### src/rtl/mc_pkg.sv
// Shared definitions for the microcode sequencer slice.
// Contents: opcode encodings of the control-word ROM, sequencer state type,
// and the step addresses the SHR loop branch jumps to.
package mc_pkg;

  localparam logic [3:0] OP_LDX  = 4'd0;
  localparam logic [3:0] OP_LDY  = 4'd1;
  localparam logic [3:0] OP_ADD  = 4'd2;
  localparam logic [3:0] OP_SHR  = 4'd3;
  localparam logic [3:0] OP_HALT = 4'd4;

  localparam logic [3:0] STEP_LOOP = 4'd2;
  localparam logic [3:0] STEP_HALT = 4'd4;

  typedef enum logic [1:0] {
    IDLE,
    RUN,
    DONE
  } state_t;

  // Opcodes above HALT have no defined action and terminate the run with err.
  function automatic logic is_undef_op(input logic [3:0] op);
    return (op > OP_HALT);
  endfunction

endpackage

### src/rtl/mc_mul_datapath.sv
// X/Y/Z shift-add multiply datapath driven by one-hot enables from the sequencer.
// Ports:
//   clk, rst          clock, asynchronous active-high reset
//   i_ld_x            X <= zero-extended i_val, Y <= 0, Z <= 0
//   i_ld_y            Y <= i_val
//   i_add             Z <= Z + X when Y[0] is set
//   i_shr             X <= X << 1, Y <= Y >> 1
//   i_val             ROM operand
//   o_z               accumulator
//   o_y_next_zero     Y >> 1 is zero (loop exit condition for the current SHR)
module mc_mul_datapath #(
  parameter int unsigned DATA_W = 4,
  parameter int unsigned ACC_W  = 8
) (
  input  logic              clk,
  input  logic              rst,
  input  logic              i_ld_x,
  input  logic              i_ld_y,
  input  logic              i_add,
  input  logic              i_shr,
  input  logic [DATA_W-1:0] i_val,
  output logic [ACC_W-1:0]  o_z,
  output logic              o_y_next_zero
);

  logic [ACC_W-1:0]  r_x;
  logic [DATA_W-1:0] r_y;
  logic [ACC_W-1:0]  r_z;

  always_ff @(posedge clk or posedge rst) begin
    if (rst) begin
      r_x <= '0;
      r_y <= '0;
      r_z <= '0;
    end else if (i_ld_x) begin
      r_x <= ACC_W'(i_val);
      r_y <= '0;
      r_z <= '0;
    end else if (i_ld_y) begin
      r_y <= i_val;
    end else if (i_add) begin
      if (r_y[0]) r_z <= r_z + r_x;
    end else if (i_shr) begin
      r_x <= r_x << 1;
      r_y <= r_y >> 1;
    end
  end

  assign o_z           = r_z;
  assign o_y_next_zero = ((r_y >> 1) == '0);

endmodule

### src/rtl/microcode_sequencer.sv
// Microcode sequencer: addresses the combinational control-word ROM with the
// step counter, decodes the returned op into datapath enables, handles the
// SHR loop branch and the start/busy/done/err handshake. Computes Z = X*Y.
// Ports:
//   clk, rst   clock, asynchronous active-high reset
//   start      run request, sampled only in IDLE
//   count      ROM step address
//   op_in      ROM opcode for the current step
//   val_in     ROM operand for the current step
//   busy       high while running
//   done       one-cycle pulse when result is valid
//   err        undefined opcode executed; cleared on the next accepted start
//   result     product, updated on halt
module microcode_sequencer
  import mc_pkg::*;
#(
  parameter int unsigned DATA_W = 4,
  parameter int unsigned ACC_W  = 8
) (
  input  logic              clk,
  input  logic              rst,
  input  logic              start,
  output logic [3:0]        count,
  input  logic [3:0]        op_in,
  input  logic [DATA_W-1:0] val_in,
  output logic              busy,
  output logic              done,
  output logic              err,
  output logic [ACC_W-1:0]  result
);

  state_t           r_state;
  state_t           w_state_next;
  logic [3:0]       r_count;
  logic             r_err;
  logic [ACC_W-1:0] r_result;

  logic             w_run;
  logic             w_ld_x;
  logic             w_ld_y;
  logic             w_add;
  logic             w_shr;
  logic             w_halt;
  logic             w_undef;
  logic             w_y_next_zero;
  logic [ACC_W-1:0] w_z;

  // State register
  always_ff @(posedge clk or posedge rst) begin
    if (rst) r_state <= IDLE;
    else     r_state <= w_state_next;
  end

  // Next-state logic
  always_comb begin
    w_state_next = r_state;
    case (r_state)
      IDLE:    if (start) w_state_next = RUN;
      RUN:     if (w_halt || w_undef) w_state_next = DONE;
      DONE:    w_state_next = IDLE;
      default: w_state_next = IDLE;
    endcase
  end

  // Output / decode logic
  always_comb begin
    w_run   = (r_state == RUN);
    busy    = w_run;
    done    = (r_state == DONE);
    w_ld_x  = w_run && (op_in == OP_LDX);
    w_ld_y  = w_run && (op_in == OP_LDY);
    w_add   = w_run && (op_in == OP_ADD);
    w_shr   = w_run && (op_in == OP_SHR);
    w_halt  = w_run && (op_in == OP_HALT);
    w_undef = w_run && is_undef_op(op_in);
  end

  // Step counter: SHR either re-enters the add/shift loop or falls to halt.
  always_ff @(posedge clk or posedge rst) begin
    if (rst) begin
      r_count <= '0;
    end else if (w_run) begin
      if (w_ld_x || w_ld_y || w_add) r_count <= r_count + 4'd1;
      else if (w_shr)                r_count <= w_y_next_zero ? STEP_HALT : STEP_LOOP;
      else                           r_count <= '0;
    end else begin
      r_count <= '0;
    end
  end

  always_ff @(posedge clk or posedge rst) begin
    if (rst) begin
      r_err    <= 1'b0;
      r_result <= '0;
    end else begin
      if ((r_state == IDLE) && start) r_err <= 1'b0;
      else if (w_undef)               r_err <= 1'b1;
      if (w_halt) r_result <= w_z;
    end
  end

  mc_mul_datapath #(
    .DATA_W(DATA_W),
    .ACC_W (ACC_W)
  ) u_datapath (
    .clk          (clk),
    .rst          (rst),
    .i_ld_x       (w_ld_x),
    .i_ld_y       (w_ld_y),
    .i_add        (w_add),
    .i_shr        (w_shr),
    .i_val        (val_in),
    .o_z          (w_z),
    .o_y_next_zero(w_y_next_zero)
  );

  assign count  = r_count;
  assign err    = r_err;
  assign result = r_result;

endmodule

### config.mk
export PLATFORM = sky130hd
export DESIGN_NAME = microcode_sequencer
export DESIGN_NICKNAME = d
export VERILOG_FILES = /design/src/rtl/mc_pkg.sv /design/src/rtl/mc_mul_datapath.sv /design/src/rtl/microcode_sequencer.sv
export SDC_FILE = /design/constraint.sdc
export NUM_CORES = 1
export LEC_CHECK = 0
export CAP_MARGIN = 20
export CELL_PAD_IN_SITES_DETAIL_PLACEMENT = 0
export CELL_PAD_IN_SITES_GLOBAL_PLACEMENT = 1
export CORE_MARGIN = 3
export CORE_UTILIZATION = 38
export DETAILED_ROUTE_END_ITERATION = 10
export PLACE_DENSITY = 0.79
export SLEW_MARGIN = 30
export SYNTH_ARGS = -nofsm -noshare
export SYNTH_HDL_FRONTEND = slang
export SYNTH_HIERARCHICAL = 1
export SYNTH_SLANG_ARGS = --single-unit
export TNS_END_PERCENT = 10
### constraint.sdc
create_clock -name clk -period 2.32 [get_ports clk]
set_input_delay 0.464 -clock clk [delete_from_list [all_inputs] [get_ports clk]]
set_output_delay 0.464 -clock clk [all_outputs]
set_load 0.005 [all_outputs]
==> flow_summary.toml, run 1 <==
[clocking]
numCtsBuffers = 5
cts_root_buf = "clkbuf_8"
tritoncts = "built"
insertion_delay_ns = 0.29
clk_pin_slew_ns = 0.07
cts.path.max_buffers = 2
numClockSinks = 35
htreeDepth = 2

[sta]
hold_viol = 0
tns_ns = 0
rsz0062_at_grt = "yes"
fin_worst_skew_ns = 0.004212
fin_crit_sh_pct = 99.66
setup_violations = 0
tightest_slew_ns = 0.6257
fin_crit_ns = 2.312
fmax_mhz = 432.5
final_max_slew_viol_count = 0
slew_headroom_pct = 58.24

[cells_and_area]
layout_common_cells = "dfrtp_1, clkdlybuf4s50_1, nand2_1"
final_common_cell = "dfrtp_1"
num-fill-cells = 428
final_area_mm2 = 0.002435
antenna_cells = 0
drive_above_1_share_pct = 22.52
fin_nets = 241
stdcell_count = 287
syn_to_final_growth_pct = 30.08

[placed_design]
placed_cell_area_mm2 = 0.002317
io_buffers = 25
dp_cells = 277
place_hpwl_mm = 3.077
gp_congestion = 0.8380

[floorplanning]
die_area_mm2 = 0.005804
fp.dieH_um = 76.19
start_util_pct = 41.01
placementRows = 24
ioPinCount = 26
core_area_mm2 = 0.004564
dieWidth_um = 76.19

[yosys]
ys_types = 47
yosysTopAreaCell = "dfrtp_1"
synth_fp_nets = 196
yosys_warnings = 6
netlist_area_mm2 = 0.001872
ys_seq_area_share_pct = 46.79
ys.flop_type = "dfrtp_1"
ys_seq_elements = 35
syn_inst = 176
synth_top_area_share_pct = 46.79
synth_edf_count = 0
synth_area_per_cell_um2 = 10.64
async_reset_ff_share_pct = 100.0
synth.area.top_cells = "dfrtp_1, ha_1, mux2i_1"

[global_routing]
grt_pass1_vias = 1518
antenna_found_initial = 0
grt_pass1_wl_mm = 7.251
overflow = 0
grt_max_degree = 21
globalRouteTotalUtil_pct = 15.47

[pwr]
intPower_mw = 1.065
irDropWorstVdd_v = 0.0003596
combPwrFrac_pct = 21.6
pwr-share-seq_pct = 50.3
powerDensity_mw_per_mm2 = 619.0
power_mw = 1.507
pwr-share-clk_pct = 28.1
swShare_pct = 29.31
power.leakage_nw = 1.127
p_switching_uw = 441.7

[detailed_routing]
drtIter0Drc = 61
drt-vias-per-instance = 5.206
vias = 1494
route.detailed.drc = 0
wirelength_mm = 4.191
drtPass1Iterations = 4
drtAntennaViolNets = 0
wire_per_inst_um = 14.60

[critical_path]
critPathLaunchType = "register"
cp_data_arrival_time_ns = 2.49
worstPathRequired_ns = 2.49
end_kind = "register"
cp_slowest_cell = "or4b_4"
critical_path_class = "register to register"
slowest_delay_ns = 0.56
critPathMaxFanout = 4
crit_chain = "or4b_4 -> buf_6 -> nor3b_4 -> nand3b_1 -> a311o_1 -> o211ai_2 -> mux2_4"

[run]
max-cap-violations = 0

[hold_path]
hold_path.class = "register to register"

[run_status]
outcome = "finished, final reports clean"
==> timing repair <==
| item | CTS | global route |
|---|---|---|
| pin swaps | 4 | 3 |
| setup endpoints to repair | 12 | 10 |
| setup buffers | 1 | 1 |
| hold endpoints to repair | 0 | 0 |
| resized for setup | 6 | 1 |
| hold buffers | 0 | 0 |
==> worst max-delay path, delay by kind of cell (launching register included) <==
| family | cells | cell delay (ns) |
|---|---|---|
| AND/OR/NAND/NOR | 3 | 0.94 |
| AO/OA/AOI/OAI | 2 | 0.40 |
| multiplexers | 1 | 0.31 |
| buffers and inverters | 1 | 0.14 |
| flip-flops | 1 | 0.41 |
==> through the flow <==
stage	hold WS (ns)	worst slack (ns)	utilization, %
after floorplan	0.3655	-0.09512	-
after global placement	0.4594	-0.4794	50.77
after detailed placement	0.4769	-0.5576	50.77
after CTS	0.4939	-0.04342	53.07
after global routing	0.5194	-0.1010	53.34
final	0.4853	0.007927	53.34
==> routing by layer <==
metal	track usage, %	wire (µm)
met1	19.27	1849
met2	25.80	2132
met3	4.137	150
met4	5.616	59
met5	0	0
==> logic make-up after synthesis <==
family                     synth area share, %
xor gates and xnor gates                 1.872
DFF                                      46.79
buffers and inverters                    2.607
AOI/OAI and AO/OA                        12.30
and+or+nand+nor                          19.25
adders and majority gates                6.417
muxes                                    10.76
==> layout make-up <==
type / count / area (µm²) / share of cell area, %
multi-input cells: 131 / 980.9 / 40.29
flip-flops and latches: 35 / 875.8 / 35.97
repair buffers: 45 / 401.6 / 16.50
well taps: 65 / 81.33 / 3.340
clock buffers: 5 / 68.82 / 2.826
clock inverters: 3 / 15.01 / 0.6166
inverters: 3 / 11.26 / 0.4625
==> power groups by stage <==
| stage | logic (mW) | clock network (mW) | registers (mW) |
|---|---|---|---|
| final | 0.326 | 0.423 | 0.758 |
| after global routing | 0.365 | 0.468 | 0.770 |
| after CTS | 0.327 | 0.441 | 0.759 |
| after detailed placement | 0.321 | 0 | 0.770 |
| after global placement | 0.305 | 0 | 0.765 |
| after floorplan | 0.203 | 0 | 0.748 |
==> cell usage after synthesis, types with 2 or more instances <==
cell	instances
dfrtp_1	35
nand2_1	21
nor2_1	12
mux2i_1	10
a21oi_1	8
ha_1	8
mux2_2	8
nand3_1	5
o21ai_0	5
nor2b_1	4
a211oi_1	3
buf_2	3
clkbuf_1	3
inv_1	3
nor3_1	3
o31ai_1	3
xnor2_1	3
a21o_1	2
a31oi_1	2
nand3b_1	2
nand4_1	2
nor2_2	2
nor3b_2	2
o211ai_1	2
o21a_1	2
or3_1	2
==> path summary, 6_finish.rpt <==
| path | slack (ns) | depth (start not counted) | from | to |
|---|---|---|---|---|
| worst max register to register | 0.008 | 7 | r_state[1]$_DFFE_PP0P_ | u_datapath/o_z[7]$_DFFE_PP0P_ |
| worst min-delay path | 0.49 | 2 | err$_DFFE_PP0P_ | err$_DFFE_PP0P_ |
| min in group asynchronous | 0.53 | 3 | rst | u_datapath/r_x[5]$_DFFE_PP0P_ |
| worst min register to register | 0.49 | 2 | err$_DFFE_PP0P_ | err$_DFFE_PP0P_ |
| max in group asynchronous | 1.34 | 2 | rst | result[2]$_DFFE_PP0P_ |
| worst max-delay path | 0.008 | 7 | r_state[1]$_DFFE_PP0P_ | u_datapath/o_z[7]$_DFFE_PP0P_ |
==> sequential cells by signal (all words and copies together), names as in the netlist <==
| register | flops |
|---|---|
| r_state | 2 |
| u_datapath/o_z | 8 |
| u_datapath/r_x | 8 |
| u_datapath/r_y | 4 |
| err | 1 |
| result | 8 |
| count | 4 |
(Power assumes the default switching activity.)
==> run 2, diff against run 1 <==
CORE_UTILIZATION = 42   (was 38)
PLACE_DENSITY = 0.82   (was 0.79)
clock period = 2.2 ns   (was 2.32 ns; I/O delays follow)
==> flow_summary.toml, run 2 (synthesized netlist as in run 1, its figures left out) <==
[clocking]
tritoncts = "built"
htreeDepth = 2
clk_pin_slew_ns = 0.07
cts.path.max_buffers = 2
numClockSinks = 35
cts_root_buf = "clkbuf_8"
numCtsBuffers = 5
insertion_delay_ns = 0.29

[detailed_routing]
drtPass1Iterations = 4
drtIter0Drc = 83
drtAntennaViolNets = 0
wirelength_mm = 4.487
drt-vias-per-instance = 5.536
wire_per_inst_um = 16.03
route.detailed.drc = 0
vias = 1550

[pwr]
pwr-share-clk_pct = 33.8
irDropWorstVdd_v = 0.0003097
intPower_mw = 1.303
power_mw = 1.793
powerDensity_mw_per_mm2 = 709.1
swShare_pct = 27.36
combPwrFrac_pct = 22.1
pwr-share-seq_pct = 44.0
p_switching_uw = 490.6
power.leakage_nw = 1.189

[critical_path]
slowest_delay_ns = 0.53
cp_slowest_cell = "or4b_4"
critPathMaxFanout = 2
critPathLaunchType = "register"
critical_path_class = "register to register"
startpoint = "r_state[1]$_DFFE_PP0P_"
cp_data_arrival_time_ns = 2.41
worstPathRequired_ns = 2.37
r2r_start = "r_state[1]$_DFFE_PP0P_"
end_kind = "register"
crit_chain = "or4b_4 -> nor3b_4 -> nand3b_1 -> buf_4 -> a311o_1 -> o211ai_2 -> mux2_4"

[global_routing]
overflow = 0
antenna_found_initial = 0
grt_pass1_vias = 1636
globalRouteTotalUtil_pct = 19.11
grt_max_degree = 21
grt_pass1_wl_mm = 7.776

[sta]
fin_crit_ns = 2.234
setup_slack_ns = -0.03424
hold_viol = 0
fmax_mhz = 447.6
rsz0062_at_grt = "yes"
final_max_slew_viol_count = 0
fin_crit_sh_pct = 101.6
tightest_slew_ns = 0.6259
tns_ns = -0.03549
setup_violations = 2
fin_worst_skew_ns = 0.004672
hold_ws_ns = 0.4870
slew_headroom_pct = 58.23

[floorplanning]
die_area_mm2 = 0.005294
placementRows = 23
dieWidth_um = 72.76
fp.dieH_um = 72.76
core_area_mm2 = 0.004144
ioPinCount = 26
start_util_pct = 45.17

[cells_and_area]
num-fill-cells = 355
antenna_cells = 0
final_common_cell = "dfrtp_1"
multiInputGateArea_um2 = 991.0
layout_common_cells = "dfrtp_1, buf_4, clkdlybuf4s50_1"
syn_to_final_growth_pct = 35.09
seq_area_um2 = 875.8
fin_nets = 249
drive_above_1_share_pct = 26.52

[run_status]
outcome = "finished, violations left"
violations = "setup timing"

[placed_design]
post-place-ws_ns = -0.6086
place_hpwl_mm = 3.338
gp_congestion = 0.8827
io_buffers = 25

[hold_path]
hp-start = "err$_DFFE_PP0P_"
hold_path.class = "register to register"

[run]
max-cap-violations = 0
[run 2: cell count changes in the layout (fill, tap and decap cells not counted), sizes merged]
cell and change:
dlygate4sd2 -2, clkbuf +2, bufinv +1, clkinv -2
clkdlybuf4s15 +1, buf +8
[run 2: worst paths after layout]
kind | depth (start not counted) | slack [ns] | end
worst max-delay path | 7 | -0.03 | u_datapath/o_z[7]$_DFFE_PP0P_
worst min-delay path | 2 | 0.49 | err$_DFFE_PP0P_
worst max register to register | 7 | -0.03 | u_datapath/o_z[7]$_DFFE_PP0P_
worst min register to register | 2 | 0.49 | err$_DFFE_PP0P_
max in group asynchronous | 2 | 1.24 | result[3]$_DFFE_PP0P_
min in group asynchronous | 3 | 0.51 | u_datapath/o_z[0]$_DFFE_PP0P_
[run 2: power by group through the flow]
stage	Clock (mW)	Sequential [mW]	Combinational, mW
6_report	0.607	0.790	0.396
5_1_grt	0.654	0.801	0.446
3_3_place_gp	0	0.799	0.369
4_1_cts	0.615	0.790	0.388
3_5_place_dp	0	0.803	0.378
2_1_floorplan	0	0.788	0.214
[run 2: cell type report]
type | count | area share [%]
Inverter | 3 | 0.4453
Clock buffer | 6 | 3.266
Timing Repair Buffer | 53 | 18.60
Clock inverter | 2 | 1.385
Sequential cell | 35 | 34.64
Multi-Input combinational cell | 131 | 39.19
Tap cell | 50 | 2.474
[run 2: what timing repair did]
item / 4_1_cts / 5_1_grt
resized for setup: 5 / 12
buffers inserted: 1 / 3
setup endpoints to repair: 17 / 17
pin swaps: 3 / 5
hold buffers: 0 / 0
endpoints found under the hold margin: 0 / 0
[run 2: per-layer routing]
metal | routed length (µm) | GRT usage (%) | vias to the layer above
li1 | - | - | 741
met1 | 1923 | 23.46 | 752
met2 | 2267 | 33.37 | 51
met3 | 248 | 4.959 | 6
met4 | 48 | 4.713 | 0
met5 | 0 | 0 | -
[run 2: worst max-delay path, delay by kind of cell, from the launching register on]
kind | cells | cell delay, ns
AO/OA/AOI/OAI | 2 | 0.36
buffers and inverters | 1 | 0.16
flip-flops | 1 | 0.40
multiplexers | 1 | 0.32
AND/OR/NAND/NOR | 3 | 0.88
[run 2: through the flow]
step | util (%) | instances | instance area (µm²)
2_1_floorplan | - | 176 | 1892
3_3_place_gp | 56.55 | 268 | 2344
3_5_place_dp | 56.55 | 268 | 2344
4_1_cts | 59.75 | 277 | 2476
5_1_grt | 61.02 | 280 | 2529
6_report | 61.02 | 280 | 2529
